===== src/rtl/rvfpm_xreg_pkg.sv =====
// rvfpm X-register interface: shared tag type, OP-FP decode constants and
// the X-writer / X-reader classification used by the issue block.
package rvfpm_xreg_pkg;

    typedef struct packed {
        logic       valid;
        logic [4:0] rd;
    } xtag_t;

    localparam logic [6:0]  OPC_OP_FP   = 7'b1010011;
    localparam logic [6:0]  F7_FMV_X_W  = 7'b1110000;  // FMV.X.W / FCLASS.S
    localparam logic [6:0]  F7_FCVT_W_S = 7'b1100000;  // FCVT.W[U].S
    localparam logic [6:0]  F7_FCMP     = 7'b1010000;  // FEQ/FLT/FLE.S
    localparam logic [6:0]  F7_FMV_W_X  = 7'b1111000;  // FMV.W.X
    localparam logic [6:0]  F7_FCVT_S_W = 7'b1101000;  // FCVT.S.W[U]
    localparam logic [31:0] NOP_INSTR   = 32'h0000_0000;

    // Instruction returns a result to the integer register file.
    function automatic logic is_xwriter(input logic [31:0] instr);
        logic [6:0] f7;
        f7 = instr[31:25];
        return (instr[6:0] == OPC_OP_FP) &&
               ((f7 == F7_FMV_X_W) || (f7 == F7_FCVT_W_S) || (f7 == F7_FCMP));
    endfunction

    // Instruction consumes an integer rs1 operand.
    function automatic logic is_xreader(input logic [31:0] instr);
        logic [6:0] f7;
        f7 = instr[31:25];
        return (instr[6:0] == OPC_OP_FP) &&
               ((f7 == F7_FMV_W_X) || (f7 == F7_FCVT_S_W));
    endfunction

    // Writers targeting x0 produce no writeback, so they carry an invalid tag.
    function automatic xtag_t make_xtag(input logic [31:0] instr);
        xtag_t t;
        t.rd    = instr[11:7];
        t.valid = is_xwriter(instr) && (instr[11:7] != 5'd0);
        return t;
    endfunction

endpackage


===== src/rtl/rvfpm_xreg_tagpipe.sv =====
// Enable-gated shift register of writeback tags tracking X-writers through
// the rvfpm pipeline, with a per-stage destination match against match_rd.
module rvfpm_xreg_tagpipe
    import rvfpm_xreg_pkg::*;
#(
    parameter int unsigned STAGES = 4
) (
    input  logic              ck,
    input  logic              rst,
    input  logic              shift_en,
    input  xtag_t             tag_in,
    input  logic [4:0]        match_rd,
    output xtag_t             tag_last,
    output logic [STAGES-1:0] match_vec
);

    xtag_t tags_q [STAGES];
    xtag_t tags_d [STAGES];

    // Shift one stage per enabled rvfpm cycle, hold otherwise.
    always_comb begin
        for (int unsigned i = 0; i < STAGES; i++) tags_d[i] = tags_q[i];
        if (shift_en) begin
            tags_d[0] = tag_in;
            for (int unsigned i = 1; i < STAGES; i++) tags_d[i] = tags_q[i-1];
        end
    end

    // Tag storage; reset discards every in-flight tag.
    always_ff @(posedge ck or negedge rst) begin
        if (!rst) begin
            for (int unsigned i = 0; i < STAGES; i++) tags_q[i] <= '0;
        end else begin
            for (int unsigned i = 0; i < STAGES; i++) tags_q[i] <= tags_d[i];
        end
    end

    // Flag stages holding a valid writer to match_rd.
    always_comb begin
        match_vec = '0;
        for (int unsigned i = 0; i < STAGES; i++)
            match_vec[i] = tags_q[i].valid && (tags_q[i].rd == match_rd);
    end

    assign tag_last = tags_q[STAGES-1];

endmodule


===== src/rtl/rvfpm_xreg_issue.sv =====
// Integer-core side of the rvfpm X-register interface: issues FP instructions
// with rs1 data to rvfpm and returns data_toXReg as a writeback to the core.
// Optional feature: define RVFPM_HAZARD_STALL_EN to hold off X-readers whose
// rs1 is still pending from an in-flight X-writer.
module rvfpm_xreg_issue
    import rvfpm_xreg_pkg::*;
#(
    parameter int unsigned PIPELINE_STAGES = 4,
    parameter int unsigned XLEN            = 32
) (
    input  logic            ck,
    input  logic            rst,
    input  logic            instr_valid,
    output logic            instr_ready,
    input  logic [31:0]     instruction,
    input  logic [XLEN-1:0] rs1_data,
    input  logic            fpu_stall,
    output logic            fpu_enable,
    output logic [31:0]     fpu_instruction,
    output logic [XLEN-1:0] fpu_data_fromXReg,
    input  logic [XLEN-1:0] data_toXReg,
    output logic            wb_valid,
    output logic [4:0]      wb_rd,
    output logic [XLEN-1:0] wb_data
);

    logic            fpu_enable_q, fpu_enable_d;
    logic [31:0]     fpu_instr_q,  fpu_instr_d;
    logic [XLEN-1:0] fpu_data_q,   fpu_data_d;
    logic            wb_valid_q,   wb_valid_d;
    logic [4:0]      wb_rd_q,      wb_rd_d;
    logic [XLEN-1:0] wb_data_q,    wb_data_d;

    xtag_t                      issue_tag;
    xtag_t                      tag_last;
    logic [PIPELINE_STAGES-1:0] tag_match;
    logic                       hazard;
    logic                       accept;

    assign issue_tag = make_xtag(fpu_instr_q);

    rvfpm_xreg_tagpipe #(
        .STAGES (PIPELINE_STAGES)
    ) u_tagpipe (
        .ck        (ck),
        .rst       (rst),
        .shift_en  (fpu_enable_q),
        .tag_in    (issue_tag),
        .match_rd  (instruction[19:15]),
        .tag_last  (tag_last),
        .match_vec (tag_match)
    );

`ifdef RVFPM_HAZARD_STALL_EN
    // The writeback cycle itself still blocks: the core register file only
    // holds the new value from the following cycle.
    always_comb begin
        hazard = 1'b0;
        if (is_xreader(instruction)) begin
            hazard = (|tag_match) ||
                     (issue_tag.valid && (issue_tag.rd == instruction[19:15])) ||
                     (wb_valid_q && (wb_rd_q == instruction[19:15]));
        end
    end
`else
    logic unused_match;
    assign unused_match = ^tag_match;
    assign hazard       = 1'b0;
`endif

    assign instr_ready = rst && !fpu_stall && !hazard;
    assign accept      = instr_valid && instr_ready;

    // Issue register: reload every unstalled cycle with the accepted op or a NOP.
    always_comb begin
        fpu_enable_d = !fpu_stall;
        fpu_instr_d  = fpu_instr_q;
        fpu_data_d   = fpu_data_q;
        if (!fpu_stall) begin
            if (accept) begin
                fpu_instr_d = instruction;
                fpu_data_d  = rs1_data;
            end else begin
                fpu_instr_d = NOP_INSTR;
                fpu_data_d  = '0;
            end
        end
    end

    // Writeback capture when a valid tag leaves the last stage.
    always_comb begin
        wb_valid_d = 1'b0;
        wb_rd_d    = wb_rd_q;
        wb_data_d  = wb_data_q;
        if (fpu_enable_q && tag_last.valid) begin
            wb_valid_d = 1'b1;
            wb_rd_d    = tag_last.rd;
            wb_data_d  = data_toXReg;
        end
    end

    // Output registers.
    always_ff @(posedge ck or negedge rst) begin
        if (!rst) begin
            fpu_enable_q <= 1'b0;
            fpu_instr_q  <= NOP_INSTR;
            fpu_data_q   <= '0;
            wb_valid_q   <= 1'b0;
            wb_rd_q      <= '0;
            wb_data_q    <= '0;
        end else begin
            fpu_enable_q <= fpu_enable_d;
            fpu_instr_q  <= fpu_instr_d;
            fpu_data_q   <= fpu_data_d;
            wb_valid_q   <= wb_valid_d;
            wb_rd_q      <= wb_rd_d;
            wb_data_q    <= wb_data_d;
        end
    end

    assign fpu_enable        = fpu_enable_q;
    assign fpu_instruction   = fpu_instr_q;
    assign fpu_data_fromXReg = fpu_data_q;
    assign wb_valid          = wb_valid_q;
    assign wb_rd             = wb_rd_q;
    assign wb_data           = wb_data_q;

endmodule


===== config.mk =====
export PLATFORM = sky130hd
export DESIGN_NAME = rvfpm_xreg_issue
export DESIGN_NICKNAME = d
export VERILOG_FILES = /design/src/rtl/rvfpm_xreg_pkg.sv /design/src/rtl/rvfpm_xreg_tagpipe.sv /design/src/rtl/rvfpm_xreg_issue.sv
export SDC_FILE = /design/constraint.sdc
export NUM_CORES = 1
export LEC_CHECK = 0
export ABC_AREA = 1
export ABC_CLOCK_PERIOD_IN_PS = 1000
export BUFFER_PORTS_ARGS = -buffer_cell sky130_fd_sc_hd__buf_2
export CORE_MARGIN = 2
export CORE_UTILIZATION = 43
export DETAILED_ROUTE_END_ITERATION = 7
export PLACE_DENSITY = 0.81
export SLEW_MARGIN = 15
export SYNTH_ARGS = -nofsm -noshare
export SYNTH_HDL_FRONTEND = slang
export SYNTH_SLANG_ARGS = --single-unit

===== constraint.sdc =====
create_clock -name ck -period 1 [get_ports ck]
set_clock_uncertainty 0.1 [all_clocks]
set_input_delay 0.3 -clock ck [delete_from_list [all_inputs] [get_ports ck]]
set_output_delay 0.3 -clock ck [all_outputs]
set_load 0.01 [all_outputs]

=== Yosys cells after proc, flatten, opt, wreduce, memory -nomap -nowiden ===
Cells that the tools add are included.

* Register bits: 127
* Bits in latches: 0
* Bits in writable memories: 0
* Bits in read-only memories: 0
* Bits of input ports: 100
* Output and inout port bits: 104
* Word-level logic and storage cells: 30
* Memories kept: 0

* Add/sub/neg operators: 0
* Multiply operators: 0
* Div/mod/pow operators: 0
* Magnitude comparators: 0
* Equality and inequality tests: 4
* Shift operators: 0
* Multiplexer cells: 3
* Bitwise logic cells: 0
* Reductions and logical operators: 9

{| class="wikitable"
|+ Operators by type and width
! operator !! count
|-
| 32-bit two-way mux || 2
|-
| 7-bit == test (second input constant) || 4
|-
| 1-bit logical AND || 5
|-
| 5-bit nonzero test || 1
|-
| 1-bit logical OR || 2
|-
| 1-bit logical NOT || 1
|-
| 1-bit two-way mux || 1
|}

=== Longest topological paths before layout ===
Gate-level depths: netlist of run 1.

* Depth after elaboration: 5
* Depth in mapped cells: 7
* Depth with buffers taken out: 6

=== By module ===
Synthesis of run 1 repeated with hierarchy kept, for this count alone.

* Cells, all modules: 644
* Area total of the unflattened synthesis: 5701.7 µm²

{| class="wikitable"
|+ By module, submodules not included
! module !! times used !! cells an instance !! area each (µm²)
|-
| rvfpm_xreg_issue || 1 || 464 || 4430.5
|-
| rvfpm_xreg_tagpipe || 1 || 180 || 1271.2
|}

=== Least setup slack after synthesis of run 1 ===
OpenSTA, ideal clock, no wires.

* Kind: reg2reg
* Start: register fpu_enable_q, in the netlist fpu_enable
* End: register wb_data_q[10], in the netlist wb_data[10]
* Setup time: 116 ps
* Data arrival time: 944 ps
* Data required time: 784 ps
* Setup slack: -160 ps
* Cell stages (with the launch flop): 7
* Cells stage by stage: dfrtp_1 -> buf_4 -> nand2_4 -> inv_4 -> buf_4 -> nand2_1 -> nand2_1

* Longest elaborated chain between the ends: 1

{| class="wikitable"
|+ Ends and longest elaborated chain
! what !! line !! RTL
|-
| start: declaration || rvfpm_xreg_issue.sv:27 || <nowiki>logic fpu_enable_q, fpu_enable_d;</nowiki>
|-
| start signal: assignment || rvfpm_xreg_issue.sv:112 || <nowiki>fpu_enable_q <= fpu_enable_d;</nowiki>
|-
| 1-bit logical AND || rvfpm_xreg_issue.sv:95 || <nowiki>if (fpu_enable_q && tag_last.valid) begin</nowiki>
|-
| end signal: assignment || rvfpm_xreg_issue.sv:117 || <nowiki>wb_data_q <= wb_data_d;</nowiki>
|-
| end: declaration || rvfpm_xreg_issue.sv:32 || <nowiki>logic [XLEN-1:0] wb_data_q, wb_data_d;</nowiki>
|}

No other way between the ends.
A chain may end at the register's enable or synchronous reset.

=== Worst setup path after layout of run 1 ===
* Start: register fpu_enable_q, in the netlist fpu_enable
* End: register wb_data_q[20], in the netlist wb_data[20]

Same word-level chain as after synthesis.

==> metrics.yaml, run 1 <==
outcome: "finished with violations"
violations: "negative setup slack"
synth_area_leaders: "dfrtp_1, nand2_1, nand3_1, buf_2, buf_4"
vias_per_cell: 4.95
critPathMaxFanout: 8
maxCapViolCount: 0
setup_violations: 166
hold_viol: 0
io_pins: 204
synth_mux_area_share_pct: 0
placed_area_um2: 6260
antennaDiodeCount: 0
first_global_vias: 5077
path_cells: "buf_4 -> buf_6 -> nand2_8 -> buf_16 -> buf_12 -> inv_16 -> nand2_1 -> nand2_1"
area_growth_pct: 70.6
p_per_area_nw_per_um2: 1590
cpMaxStageDelayCell: "dfrtp_1"
cts_buffers: 17
synthSimpleGateAreaFrac_pct: 27.1
grt_pass1_wl_um: 25000
port_buffers: 203
instances_no_fill: 1038
clock_tree.root_cell: "clkbuf_16"
routed_wirelength_um: 17000
synth_largest_area_cell: "dfrtp_1"
row_count: 39
ctsHtreeMaxLevel: 4
overflow: 0
tightestPinTransition_ns: 0.518
synth_top_area_share_pct: 63.4
required_ns: 1.19
min_period_over_period_pct: 145
routedWlPerCell_um: 16.4
synth_seq_area_share_pct: 63.4
dieArea_um2: 12500
relSlewSlack_pct: 65.5
antenna_found_initial: 0
drc: 0
die_w_um: 112
synth.avg_cell_area_um2: 9.09
clockBufferDepth: 2
initial_core_util_pct: 43.9
power_w: 0.0136
worstSetupPathType: "flip-flop to flip-flop"
final_common_cell: "nand2_1"
drv_slew: 0
place_congestion: 0.784
first_iter_violations: 312
ys_ff_latch: 127
setup_slack_ns: -0.450
synth_warnings: 0
cp.arrival_ns: 1.64
die_y_um: 112
final_core_util_pct: 74.9
synth_compound_area_share_pct: 2.69
ir_drop_v: 0.00118
hold_class: "input port to flip-flop"
cts_tree: "done"
rsz0062_at_grt: "yes"
num_vias: 5136
drive_gt1_share_pct: 45.0
crit_path_end_kind: "flip-flop"
synth_adder_area_share_pct: 0
ant_nets: 0
nFillCells: 736
clock-sinks: 127
synth.cell_area_um2: 5020
grt_max_degree: 86
startpoint_type: "flip-flop"
mostFrequentLayoutCells: "nand2_1, buf_2, dfrtp_1"
min_period_ns: 1.45
syn_inst: 552
syn_nets: 652
ys_types: 15
track_usage_pct: 25.5
dp.cells: 883
synth-xor-area-share_pct: 0
final_nets: 982
synth_top_family_by_area: "simple AND/OR/NAND/NOR gates"
slowest_delay_ns: 0.39
post-place-ws_ns: -0.244
core_area_um2: 11400
p_leak_nw: 4.68
clock_latency_ns: 0.41
path_clk_slew_ns: 0.06
dpl.hpwl_um: 8730
dr.pass1.iters: 5
fmax_mhz: 690
cp_common_cell: "nand2_1"
final_cell_area_um2: 8560
[power breakdown]
group          switching (W)  internal [W]
logic               0.000757      0.000799
clock network        0.00235       0.00421
registers           0.000145       0.00536
total                0.00325        0.0104
[cell families after synthesis]
logic type | count (synthesis)
buffers and inverters | 61
AOI/OAI and AO/OA | 27
and+or+nand+nor | 337
DFF | 127
[stage by stage]
| stage | hold WS (ns) | setup TNS [ns] |
|---|---|---|
| floorplan | -0.0956 | -4.09 |
| global placement | 0.352 | -15.57 |
| detailed placement | 0.359 | -18.60 |
| CTS | -0.0397 | -57.28 |
| global route | 0.0124 | -59.89 |
| finish | 0.0111 | -53.91 |
[repair_timing]
item | 4_1_cts | 5_1_grt
endpoints found under the setup margin | 164 | 168
cloned | 6 | 5
pin swaps | 2 | 16
hold endpoints to repair | 122 | 0
gates resized for setup | 50 | 84
hold buffers | 37 | 0
setup buffers | 35 | 45
[layer usage]
metal	vias to the layer above	GRT usage [%]	part of all wire [%]
li1	2381	-	-
met1	2438	30.3	38
met2	278	43.7	52
met3	39	8.22	8.6
met4	0	9.02	2.1
met5	-	0	0
[registers in the layout, summed over array words and instances (netlist names)]
| signal | flops |
|---|---|
| fpu_instruction | 32 |
| fpu_data_fromXReg | 32 |
| wb_valid | 1 |
| u_tagpipe.tag_last | 6 |
| fpu_enable | 1 |
| wb_data | 32 |
| wb_rd | 5 |
| u_tagpipe.tags_q | 18 |
[synth_stat cells, drive strengths merged]
| master | number |
|---|---|
| nand2 | 263 |
| dfrtp | 127 |
| nand3 | 66 |
| buf | 38 |
| o21ai | 27 |
| inv | 23 |
| nor2 | 7 |
| nand4 | 1 |
[path summary, 6_finish.rpt]
path | from | endpoint | slack (ns) | cells after the start
setup / recovery | fpu_enable | wb_data[20] | -0.45 | 8
min in group asynchronous | rst | u_tagpipe.tags_q[8] | 0.03 | 4
hold / removal | rs1_data[20] | fpu_data_fromXReg[20] | 0.01 | 3
setup reg to reg | fpu_enable | wb_data[20] | -0.45 | 8
hold reg to reg | u_tagpipe.tags_q[13] | u_tagpipe.tags_q[13] | 0.37 | 2
max in group asynchronous | rst | wb_data[20] | 0.36 | 4
[layout make-up]
class,count,area (um2),area share [%]
clock buffer,21,480,5.62
clock inverter,11,154,1.80
inverter,23,133,1.55
multi-input combinational,364,1710,20.0
sequential,127,3180,37.1
tap,143,179,2.09
timing repair buffer,345,2660,31.1
timing repair inverter,4,58.8,0.687
[critical path: cells and delay by family (launching register included)]
family                 cells  cell delay, ns
buffers and inverters      5            0.63
AND/OR/NAND/NOR            3            0.19
flip-flops                 1            0.39
Note: power is estimated with default switching activity, not from simulation.
==> inputs of run 2 (changes only) <==
--- a/config.mk
+++ b/config.mk
@@ -12,6 +12,7 @@
 export CORE_UTILIZATION = 43
 export DETAILED_ROUTE_END_ITERATION = 7
 export PLACE_DENSITY = 0.81
+export RECOVER_POWER = 50
 export SLEW_MARGIN = 15
 export SYNTH_ARGS = -nofsm -noshare
 export SYNTH_HDL_FRONTEND = slang
==> run 2 against run 1 <==
Compared with the run above:
- the flow still finishes with violations (negative setup slack)
- sequential power hardly changed
- fmax increased by 0.14%
- largest power group unchanged
- clock-buffer cell count stayed put
- routed wire length rose by 0.24%
- design area decreased by 0.31%
- utilization down 0.23 points
- die area stayed put
- largest cell class unchanged
- critical path type is now flip-flop to output pin
- setup slack better by 0.0020 ns
==> metrics.yaml, run 2 (same netlist as run 1, synthesis figures left out) <==
outcome: "finished with violations"  # unchanged
violations: "negative setup slack"  # unchanged
vias_per_cell: 4.96  # was 4.95
final_nets: 982  # unchanged
fmax_mhz: 691  # was 690 MHz
setup_violations: 301  # was 166
clockBufferDepth: 2  # unchanged
cpMaxStageDelayCell: "dfrtp_1"  # unchanged
antenna_found_initial: 0  # unchanged
io_pins: 204  # unchanged
die_y_um: 112  # unchanged
dr.pass1.iters: 5  # unchanged
path_clk_slew_ns: 0.06  # about the same
maxCapViolCount: 0  # unchanged
power.switching_w: 0.00326  # was 0.00325 W
clock_tree.root_cell: "clkbuf_16"  # unchanged
die_w_um: 112  # unchanged
min_period_ns: 1.45  # about the same
startpoint: "fpu_enable"  # unchanged
row_count: 39  # unchanged
dieArea_um2: 12500  # unchanged
first_iter_violations: 316  # was 312
power_w: 0.0136  # about the same
path_cells: "buf_6 -> buf_6"  # was buf_4 -> buf_6 -> nand2_8 -> buf_16 -> buf_12 -> inv_16 -> nand2_1 -> nand2_1
dpl.hpwl_um: 8730  # unchanged
startpoint_type: "flip-flop"  # unchanged
num_vias: 5144  # was 5136
worstSetupPathType: "flip-flop to output pin"  # was flip-flop to flip-flop
nFillCells: 742  # was 736
mostFrequentLayoutCells: "nand2_1, buf_2, dfrtp_1"  # unchanged
hold_viol: 0  # unchanged
first_global_vias: 5077  # unchanged
track_usage_pct: 25.5  # unchanged
setup_slack_ns: -0.448  # was -0.450 ns
power_frac_comb_pct: 11.3  # was 11.4%
crit_path_end_kind: "output pin"  # was flip-flop
routedWlPerCell_um: 16.4  # about the same
relSlewSlack_pct: 48.6  # was 65.5%
drive_gt1_share_pct: 44.8  # was 45.0%
multi_input_area_um2: 1710  # unchanged
place_congestion: 0.784  # unchanged
clock-sinks: 127  # unchanged
hold_class: "input port to flip-flop"  # unchanged
routed_wirelength_um: 17100  # was 17000 um
rsz0062_at_grt: "yes"  # unchanged
area_growth_pct: 70.0  # was 70.6%
cts_tree: "done"  # unchanged
min_period_over_period_pct: 145  # about the same
tightestPinTransition_ns: 0.771  # was 0.518 ns
power.internal_w: 0.0104  # about the same
core_area_um2: 11400  # unchanged
grt_max_degree: 86  # unchanged
seqPwrFrac_pct: 40.4  # about the same
slowest_delay_ns: 0.39  # about the same
required_ns: 0.60  # was 1.19 ns
cts_buffers: 17  # unchanged
register_area_um2: 3180  # unchanged
drc: 0  # unchanged
ctsHtreeMaxLevel: 4  # unchanged
critPathTopFamily: "flip-flops"  # was buffers and inverters
grt_pass1_wl_um: 25000  # unchanged
critPathMaxFanout: 2  # was 8
ant_nets: 0  # unchanged
clkPwrFrac_pct: 48.2  # about the same
ir_drop_v: 0.00118  # about the same
p_leak_nw: 4.67  # was 4.68 nW
final_core_util_pct: 74.7  # was 74.9%
r2r_start: "fpu_enable"  # unchanged
cp.arrival_ns: 1.05  # was 1.64 ns
overflow: 0  # unchanged
initial_core_util_pct: 43.9  # unchanged
p_per_area_nw_per_um2: 1600  # was 1590 nW/um2
clock_latency_ns: 0.41  # about the same
cp_common_cell: "buf_6"  # was nand2_1
path_buf_inv: 2  # was 5
antennaDiodeCount: 0  # unchanged
port_buffers: 203  # unchanged
netSwitchingFraction_pct: 23.9  # about the same
hold_start: "rs1_data[20]"  # unchanged
drv_slew: 0  # unchanged
final_common_cell: "nand2_1"  # unchanged
[run 2: path summary, 6_finish.rpt]
| check | end | cells past startpoint | slack [ns] |
|---|---|---|---|
| max | fpu_enable | 2 | -0.45 |
| min | fpu_data_fromXReg[20] | 3 | 0.01 |
| max reg2reg | wb_data[20] | 8 | -0.44 |
| min reg2reg | u_tagpipe.tags_q[13] | 2 | 0.37 |
| max in group asynchronous | fpu_instruction[0] | 4 | -0.04 |
| min in group asynchronous | wb_rd[3] | 4 | 0.28 |
[run 2: cell type report]
cell class	instances	share of cell area, %
Multi-Input combinational cell	364	20.0
Tap cell	143	2.10
Inverter	23	1.55
Clock buffer	21	5.63
Clock inverter	11	1.80
Timing Repair inverter	4	0.689
Sequential cell	127	37.3
Timing Repair Buffer	345	30.9
[run 2: power by group through the flow]
stage | Combinational, W | Clock (W) | Sequential, W
final | 0.00154 | 0.00656 | 0.00550
after global routing | 0.00168 | 0.00691 | 0.00552
after detailed placement | 0.00107 | 0 | 0.00556
after CTS | 0.00135 | 0.00658 | 0.00547
after global placement | 0.00104 | 0 | 0.00556
after floorplan | 0.000401 | 0 | 0.00562
[run 2: layer usage]
layer  routed length [um]  global-route usage, %  vias up
met5                    0                      0        -
met4                  333                   9.02        0
met3                 1470                   8.22       33
met2                 8850                   43.7      279
met1                 6400                   30.3     2451
li1                     -                      -     2381
[run 2: timing repair]
item,4_1_cts,5_1_grt
hold buffers,37,0
pin swaps,2,16
gates cloned,6,5
setup endpoints to repair,164,168
buffers inserted,35,45
gates resized for setup,50,84
hold endpoints to repair,122,0
[run 2: worst reg2reg max path, cell delays in order, from the launching register on]
cell     delay (ns)
dfrtp_1        0.39
buf_4          0.14
buf_6          0.12
nand2_8        0.07
buf_16         0.20
buf_12         0.15
inv_16         0.04
nand2_1        0.06
nand2_1        0.06
[run 2: stage by stage]
stage / setup slack, ns / TNS (ns) / area (um2) / cells / hold WS, ns
floorplan: -0.0945 / -4.09 / 5070 / 552 / -0.0956
global placement: -0.206 / -15.57 / 6260 / 883 / 0.352
detailed placement: -0.244 / -18.60 / 6260 / 883 / 0.359
CTS: -0.453 / -57.28 / 7860 / 993 / -0.0397
global route: -0.489 / -79.64 / 8530 / 1038 / 0.0124
finish: -0.448 / -57.15 / 8530 / 1038 / 0.0109
